===== src/rtl/mac_rx_filter.sv =====
// GMII receive parser: preamble/SFD check, dest-MAC filter, FCS strip, per-frame status and counters.
// Latency: payload byte out 5 cycles after sampling; frame status 1 cycle after the last payload byte.
// Backpressure: none, output is a pure stream; CRC check only when MAC_RX_FILTER_CRC_CHECK_EN is defined.
module mac_rx_filter #(
    parameter logic [47:0] P_LOCAL_MAC    = 48'h00_00_00_00_00_00,
    parameter int          P_MIN_FRAME    = 64,
    parameter int          P_MAX_FRAME    = 1518,
    parameter bit          P_BCAST_ACCEPT = 1'b1
) (
    input  logic        i_clk,
    input  logic        i_rst,
    input  logic [47:0] i_local_mac,
    input  logic        i_local_mac_valid,
    input  logic [7:0]  i_gmii_data,
    input  logic        i_gmii_valid,
    output logic [7:0]  o_post_data,
    output logic        o_post_valid,
    output logic        o_post_last,
    output logic [15:0] o_post_type,
    output logic [47:0] o_recv_src_mac,
    output logic        o_recv_src_mac_valid,
    output logic        o_frame_done,
    output logic        o_frame_good,
    output logic [2:0]  o_frame_err,
    output logic [15:0] o_good_cnt,
    output logic [15:0] o_err_cnt
);
    typedef enum logic [2:0] {S_IDLE, S_PREAMBLE, S_HEADER, S_PAYLOAD, S_DROP} state_t;

    localparam logic [15:0] LEN_SAT = 16'(P_MAX_FRAME + 1);
    localparam logic [15:0] LEN_MAX = 16'(P_MAX_FRAME);
    localparam logic [15:0] LEN_MIN = 16'(P_MIN_FRAME);

    state_t          state;
    logic [2:0]      pre_cnt;
    logic [15:0]     len;
    logic [47:0]     mac_reg;
    logic [47:0]     frame_mac;
    logic [55:0]     hdr_sh;
    logic [4:0][7:0] dl;
    logic [4:0]      dv;
    logic            prev_vld;
    logic            pend;
    logic [2:0]      pend_err;

    logic [63:0] hdr_now;
    logic [47:0] dest_now;
    logic        dest_ok;
    logic        pay_in;
    logic [15:0] len_inc;
    logic        crc_bad;
    logic [2:0]  end_err;

    assign hdr_now  = {hdr_sh, i_gmii_data};
    assign dest_now = hdr_now[47:0];
    assign dest_ok  = (dest_now == frame_mac) ||
                      (P_BCAST_ACCEPT && (dest_now == 48'hFFFF_FFFF_FFFF));
    assign pay_in   = (state == S_PAYLOAD) && i_gmii_valid;
    assign len_inc  = (len < LEN_SAT) ? len + 16'd1 : len;
    assign end_err  = {len > LEN_MAX, len < LEN_MIN, crc_bad};

`ifdef MAC_RX_FILTER_CRC_CHECK_EN
    logic [31:0] crc;

    function automatic logic [31:0] crc_byte(input logic [31:0] c, input logic [7:0] d);
        logic [31:0] r;
        r = c ^ {24'h0, d};
        for (int i = 0; i < 8; i++)
            r = r[0] ? ((r >> 1) ^ 32'hEDB8_8320) : (r >> 1);
        return r;
    endfunction

    always_ff @(posedge i_clk or posedge i_rst) begin
        if (i_rst)
            crc <= 32'hFFFF_FFFF;
        else if (state == S_PREAMBLE)
            crc <= 32'hFFFF_FFFF;
        else if (i_gmii_valid && (state == S_HEADER || state == S_PAYLOAD))
            crc <= crc_byte(crc, i_gmii_data);
    end

    // Running CRC over dest..FCS lands on the fixed residue for an intact frame.
    assign crc_bad = (crc != 32'hDEBB_20E3);
`else
    assign crc_bad = 1'b0;
`endif

    always_ff @(posedge i_clk or posedge i_rst) begin
        if (i_rst) begin
            state                <= S_IDLE;
            pre_cnt              <= '0;
            len                  <= '0;
            mac_reg              <= P_LOCAL_MAC;
            frame_mac            <= '0;
            hdr_sh               <= '0;
            dl                   <= '0;
            dv                   <= '0;
            prev_vld             <= 1'b1;
            pend                 <= 1'b0;
            pend_err             <= '0;
            o_post_data          <= '0;
            o_post_valid         <= 1'b0;
            o_post_last          <= 1'b0;
            o_post_type          <= '0;
            o_recv_src_mac       <= '0;
            o_recv_src_mac_valid <= 1'b0;
            o_frame_done         <= 1'b0;
            o_frame_good         <= 1'b0;
            o_frame_err          <= '0;
            o_good_cnt           <= '0;
            o_err_cnt            <= '0;
        end else begin
            prev_vld <= i_gmii_valid;
            if (i_local_mac_valid)
                mac_reg <= i_local_mac;

            // A byte leaves the delay line only once four later bytes prove it is not FCS.
            dl           <= {dl[3:0], i_gmii_data};
            dv           <= {dv[3:0], pay_in};
            o_post_data  <= dl[4];
            o_post_valid <= dv[4] & dv[0];
            o_post_last  <= dv[4] & dv[0] & ~pay_in;

            o_recv_src_mac_valid <= 1'b0;
            pend                 <= 1'b0;
            o_frame_done         <= pend;
            o_frame_good         <= pend && (pend_err == 3'b000);
            o_frame_err          <= pend ? pend_err : 3'b000;
            if (pend) begin
                if (pend_err == 3'b000) begin
                    if (o_good_cnt != 16'hFFFF)
                        o_good_cnt <= o_good_cnt + 16'd1;
                end else if (o_err_cnt != 16'hFFFF) begin
                    o_err_cnt <= o_err_cnt + 16'd1;
                end
            end

            case (state)
                S_IDLE: begin
                    if (i_gmii_valid) begin
                        // Still-valid line after reset means we joined mid-frame.
                        if (i_gmii_data == 8'h55 && !prev_vld) begin
                            state   <= S_PREAMBLE;
                            pre_cnt <= 3'd1;
                        end else begin
                            state <= S_DROP;
                        end
                    end
                end
                S_PREAMBLE: begin
                    if (!i_gmii_valid) begin
                        state <= S_DROP;
                    end else if (i_gmii_data == 8'hD5) begin
                        state     <= S_HEADER;
                        len       <= '0;
                        frame_mac <= i_local_mac_valid ? i_local_mac : mac_reg;
                    end else if (i_gmii_data == 8'h55 && pre_cnt != 3'd7) begin
                        pre_cnt <= pre_cnt + 3'd1;
                    end else begin
                        state <= S_DROP;
                    end
                end
                S_HEADER: begin
                    if (!i_gmii_valid) begin
                        pend     <= 1'b1;
                        pend_err <= 3'b010;
                        state    <= S_IDLE;
                    end else begin
                        len    <= len_inc;
                        hdr_sh <= hdr_now[55:0];
                        if (len == 16'd5 && !dest_ok)
                            state <= S_DROP;
                        if (len == 16'd13) begin
                            o_recv_src_mac       <= hdr_now[63:16];
                            o_post_type          <= hdr_now[15:0];
                            o_recv_src_mac_valid <= 1'b1;
                            state                <= S_PAYLOAD;
                        end
                    end
                end
                S_PAYLOAD: begin
                    if (!i_gmii_valid) begin
                        pend     <= 1'b1;
                        pend_err <= end_err;
                        state    <= S_IDLE;
                    end else begin
                        len <= len_inc;
                    end
                end
                S_DROP: begin
                    if (!i_gmii_valid)
                        state <= S_IDLE;
                end
                default: state <= S_IDLE;
            endcase
        end
    end
endmodule


===== config.mk =====
export PLATFORM = sky130hd
export DESIGN_NAME = mac_rx_filter
export DESIGN_NICKNAME = d
export VERILOG_FILES = /design/src/rtl/mac_rx_filter.sv
export SDC_FILE = /design/constraint.sdc
export NUM_CORES = 1
export LEC_CHECK = 0
export ABC_AREA = 1
export CORE_ASPECT_RATIO = 1.75
export CORE_MARGIN = 1
export CORE_UTILIZATION = 46
export CTS_CLUSTER_DIAMETER = 80
export DETAILED_ROUTE_END_ITERATION = 7
export HOLD_SLACK_MARGIN = 0.05
export PLACE_DENSITY = 0.69
export SYNTH_ARGS = -nofsm -noshare
export SYNTH_HDL_FRONTEND = slang
export SYNTH_SLANG_ARGS = --single-unit

===== constraint.sdc =====
create_clock -name i_clk -period 20.4 [get_ports i_clk]
set_clock_uncertainty 0.05 [all_clocks]
set_input_delay 4.08 -clock i_clk [delete_from_list [all_inputs] [get_ports i_clk]]
set_output_delay 4.08 -clock i_clk [all_outputs]
set_load 0.01 [all_outputs]

# Word level (Yosys, flattened, before mapping)
# Index checks and enable logic that the tools add are counted.
# Widths: inputs -> output; s select.
[op_classes]
reduce_logical = 24
eq_ne = 26
n_bitwise = 4
order_cmp = 3
n_mux = 31
add_sub_neg = 4
[op_table]
columns = ["operator", "count"]
rows = [
  ["$mux 16", 4],
  ["$mux 3", 17],
  ["$add 16x1->16 const B", 3],
  ["$eq 48x48->1", 1],
  ["$eq 48x48->1 const B", 1],
  ["$mux 48", 1],
  ["$ne 16x16->1 const B", 2],
  ["$pmux 16 s2", 1],
  ["$ne 2x2->1 const B", 9],
  ["$eq 16x3->1 const B", 1],
  ["$eq 16x4->1 const B", 1],
  ["$gt 16x11->1 const B", 1],
  ["$lt 16x11->1 const B", 1],
  ["$lt 16x7->1 const B", 1],
  ["$reduce_and 3->1", 5],
  ["$pmux 3 s2", 2],
  ["$pmux 3 s4", 1],
  ["$eq 8x7->1 const B", 1],
  ["$eq 8x8->1 const B", 1],
  ["$ne 4x4->1 const B", 2],
  ["$eq 3x2->1 const B", 2],
  ["$logic_not 3->1", 2],
  ["$reduce_and 6->1", 1],
  ["$reduce_bool 2->1", 3],
  ["15 further kinds", 28],
]
[word_totals]
elab_cells = 118
regBits = 336
in_bits = 60
output_inout_bits = 112

# Depth between registers and ports, before layout
[depth]
ltp_word = 8
mapped_depth = 14

# Least setup slack after synthesis
# OpenSTA, ideal clock, no wires.
[synth_path]
kind = "input to register"
from = "input i_gmii_valid"
to = "register o_recv_src_mac[10]"
path_stages = 8
required_time_ns = 20.220
t_arrival_ns = 5.356
n_path_buf = 3
slack_ns = 14.864
cell_sequence = "clkbuf_1 inv_1 nor3_4 nand3_2 buf_6 buf_2 nand2_1 o21ai_1"
[synth_via]
elab_chain_len = 1
[synth_rtl]
columns = ["item", "line", "text"]
rows = [
  ["from (decl)", "15", "input logic i_gmii_valid,"],
  ["$reduce_and 3->1 (no source line)", "-", ""],
  ["to (signal assigned)", "174", "o_recv_src_mac <= hdr_now[63:16];"],
  ["to (decl)", "20", "output logic [47:0] o_recv_src_mac,"],
]
# Every way passes these cells.
# A chain may end at the register's enable or synchronous reset.

# Final worst setup path
[layout_path]
from = "input i_gmii_valid"
to = "register o_recv_src_mac[46]"
# The elaborated chain is that of the path after synthesis.

==> metrics.md <==
| Metric | Value |
|---|---|
| DRT Pass-1 Iters | `5` |
| Most flop-heavy register | `hdr_sh` |
| Most frequent cells in the layout | `nand2_1 (417), dfrtp_1 (333), clkdlybuf4s50_1 (169), inv_1 (137), o21ai_0 (93)` |
| Post-layout net count | `1580` |
| N_diodes | `0` |
| Initial antenna violation count | `0` |
| Vias per inst | `4.97` |
| Actual slew at the worst max-slew pin | `1.12 ns` |
| I/O Pins | `172` |
| Syn-to-layout area delta | `22.8%` |
| EDFF count, synth | `0` |
| Synth top area cells | `dfrtp_1 (63%), nand2_1 (12%), mux2_2 (4.1%), inv_1 (3.9%), o21ai_0 (3.5%)` |
| Die X | `131 um` |
| Worst setup EP type | `flip-flop` |
| Clock transition at path regs | `0.06 ns` |
| # hold bufs at CTS | `0` |
| DR vias | `9509` |
| Post-synthesis cell area | `13300 um2` |
| Number of buffers created by CTS | `29` |
| Mapped Avg Cell Area | `9.87 um2` |
| Slew headroom | `25.0%` |
| Crit-path leading delay family | `buffers and inverters` |
| Max Freq | `0.143 GHz` |
| Setup Buffers After CTS | `0` |
| Synth Instances | `1351` |
| Total number of yosys warnings | `0` |
| Tot GR Track Use | `21.9%` |
| Largest net degree at the start of global routing | `192` |
| Top cell type's share of synthesized area | `62.5%` |
| Max reg flops | `56` |
| DR DRC count | `0` |
| Crit path launch | `i_gmii_valid` |
| Crit path buffers/inverters | `4` |
| WP data required | `20.77 ns` |
| Min-delay worst type | `flip-flop to flip-flop` |
| R2R cell count | `8` |
| # port buffers | `170` |
| Layout cells sized above 1 | `7.56%` |
| Total leakage power | `7.66 nW` |
| RD Place Congestion | `0.880` |
| First-pass GRT wire length | `49400 um` |
| Crit path max fanout | `109` |
| R2R Setup Slk | `16.89 ns` |
| CP peak stage delay | `0.73 ns` |
| Root buffer cell | `clkbuf_16` |
| Yosys cell types | `36` |
| NetSw | `0.000316 W` |
| Sw Share | `23.2%` |
| CTS tree | `done` |
| Placed inst area | `15400 um2` |
| Hold slack final | `0.296 ns` |
| Power density over the cells | `83.2 nW/um2` |
| Core box area | `28500 um2` |
| Vias in the first global route | `9537` |
| Reg power frac | `51.6%` |
| Mapped Nets | `1418` |
| # H-tree levels | `1` |
| Final setup fails | `0` |
| WL final | `30900 um` |
| WP depth | `8` |
| Routed Antenna Nets | `0` |
| Wire per inst | `16.2 um` |
| Ys async rst share | `100%` |
| DIE AREA | `29700 um2` |
| Final setup TNS | `0 ns` |
| CP Data Arrival Time | `7.37 ns` |
| Worst vdd ir | `0.0723 mV` |
| Row cnt | `82` |
| Clock sink count | `334` |
| Post-synthesis register bit count | `334` |
| Post-route cell area | `16400 um2` |
| Critical path class | `input pin to flip-flop` |
| Minimum clock period | `7.01 ns` |
| Outcome | `completed` |
| DP HPWL | `21900 um` |
| Initial Utilization | `46.7%` |
| CTS-repair resized insts | `0` |
| Congestion Overflow GR | `0` |
| Internal power | `0.00105 W` |
| Clock Tree Buf Depth | `3` |
| Clk network pwr share | `42.7%` |
| CP Launch Type | `input pin` |
| Final hold vios | `0` |
| Die Height | `227 um` |
| RSZ-0062 raised after global routing | `no` |
| Period utilization | `34.3%` |
| Sequential cell area fraction in the yosys report | `62.7%` |
| Initial DRC count | `491` |
| Reg2reg end | `o_recv_src_mac[46]` |
| Commonest non-fill, non-tap cell in the layout | `nand2_1` |
| Post-synth top flop | `dfrtp_1` |
| Top cell by count, worst path | `buf_4` |
| Gate power share | `5.8%` |
| Max-slew violations | `0` |
| Worst-path cell chain | `clkdlybuf4s50_1 > inv_1 > nor3_4 > buf_4 > nand3_4 > buf_4 > nand2_1 > o21ai_0` |
| Max Cap Viol | `0` |
| CP endpoint | `o_recv_src_mac[46]` |
| Post-synth top area cell | `dfrtp_1` |
| RR Startpoint | `state[2]` |
| Slowest-stage cell, CP | `buf_4` |
| Fill cells | `2523` |
| Skew-Pair Late Insertion Delay | `0.58 ns` |
## cell families after synthesis
logic type      Yosys count  synth area share, %
flops                   334                 62.7
compound gates          160                 6.19
fa+ha+maj                 7                0.657
mux                      48                 4.06
simple gates            550                 16.5
other cells               1               0.0281
xor+xnor                 67                 4.40
buf+inv                 184                 5.50
## power groups by stage
stage | Combinational, W | Clock, W | Sequential, W
floorplan | 0.0000486 | 0 | 0.000710
global placement | 0.0000777 | 0 | 0.000714
detailed placement | 0.0000796 | 0 | 0.000715
CTS | 0.0000803 | 0.000596 | 0.000702
global route | 0.0000888 | 0.000619 | 0.000705
finish | 0.0000785 | 0.000581 | 0.000702
## synth_stat cells (2+ instances only)
| cell | n |
|---|---|
| o21ai_1 | 54 |
| a21oi_1 | 4 |
| buf_1 | 3 |
| nor3b_1 | 2 |
| dfrtp_1 | 333 |
| ha_1 | 7 |
| or2_2 | 4 |
| xnor2_1 | 42 |
| mux2_2 | 48 |
| buf_2 | 13 |
| inv_1 | 138 |
| nand3_1 | 28 |
| a31oi_1 | 3 |
| nand4_1 | 8 |
| buf_6 | 3 |
| xor2_1 | 25 |
| o21ai_0 | 93 |
| clkbuf_1 | 23 |
| inv_2 | 3 |
| nand2_1 | 417 |
| nor3_1 | 20 |
| nor2_1 | 66 |
## worst reg2reg max path, stage by stage (launching register included)
cell and delay, ns:
dfrtp_1 0.48, nor2_4 0.23, inv_2 0.13, nor3_4 0.12, buf_4 0.73, nand3_4 0.77
buf_4 0.57, nand2_1 0.18, o21ai_0 0.10
## per-stage QoR
step / utilization, % / worst slack (ns) / power, W / std cells
floorplan: - / 7.02 / 0.000759 / 1351
global placement: 53.9 / 13.01 / 0.000792 / 1860
detailed placement: 53.9 / 12.92 / 0.000795 / 1860
CTS: 57.4 / 13.48 / 0.00138 / 1913
global route: 57.4 / 13.14 / 0.00141 / 1913
finish: 57.4 / 13.39 / 0.00136 / 1913
## layout make-up
class	instances	area [um2]	share of cell area, %
Clock buffer	35	778	4.75
Clock inverter	18	234	1.43
Inverter	141	537	3.28
Multi-Input combinational cell	833	4250	26.0
Sequential cell	334	8360	51.1
Tap cell	378	473	2.89
Timing Repair Buffer	174	1740	10.6
## layer usage
layer  vias to the layer above  global-route usage, %  share of wire (%)
li1                       4558                      -                  -
met1                      4608                   24.8                 37
met2                       271                   39.3                 53
met3                        72                   2.87                4.5
met4                         0                   12.0                5.2
met5                         -                      0                  0
## worst min-delay path by stage
stage | end | startpoint | slack [ns] | cells after the start
after floorplan | dl[10] | dl[2] | 0.28 | 0
after global placement | dl[26] | dl[18] | 0.28 | 0
after detailed placement | dl[18] | dl[10] | 0.28 | 0
after CTS | dl[37] | dl[29] | 0.29 | 0
after global routing | dl[37] | dl[29] | 0.30 | 0
final | dl[37] | dl[29] | 0.30 | 0
(Power assumes the default switching activity.)
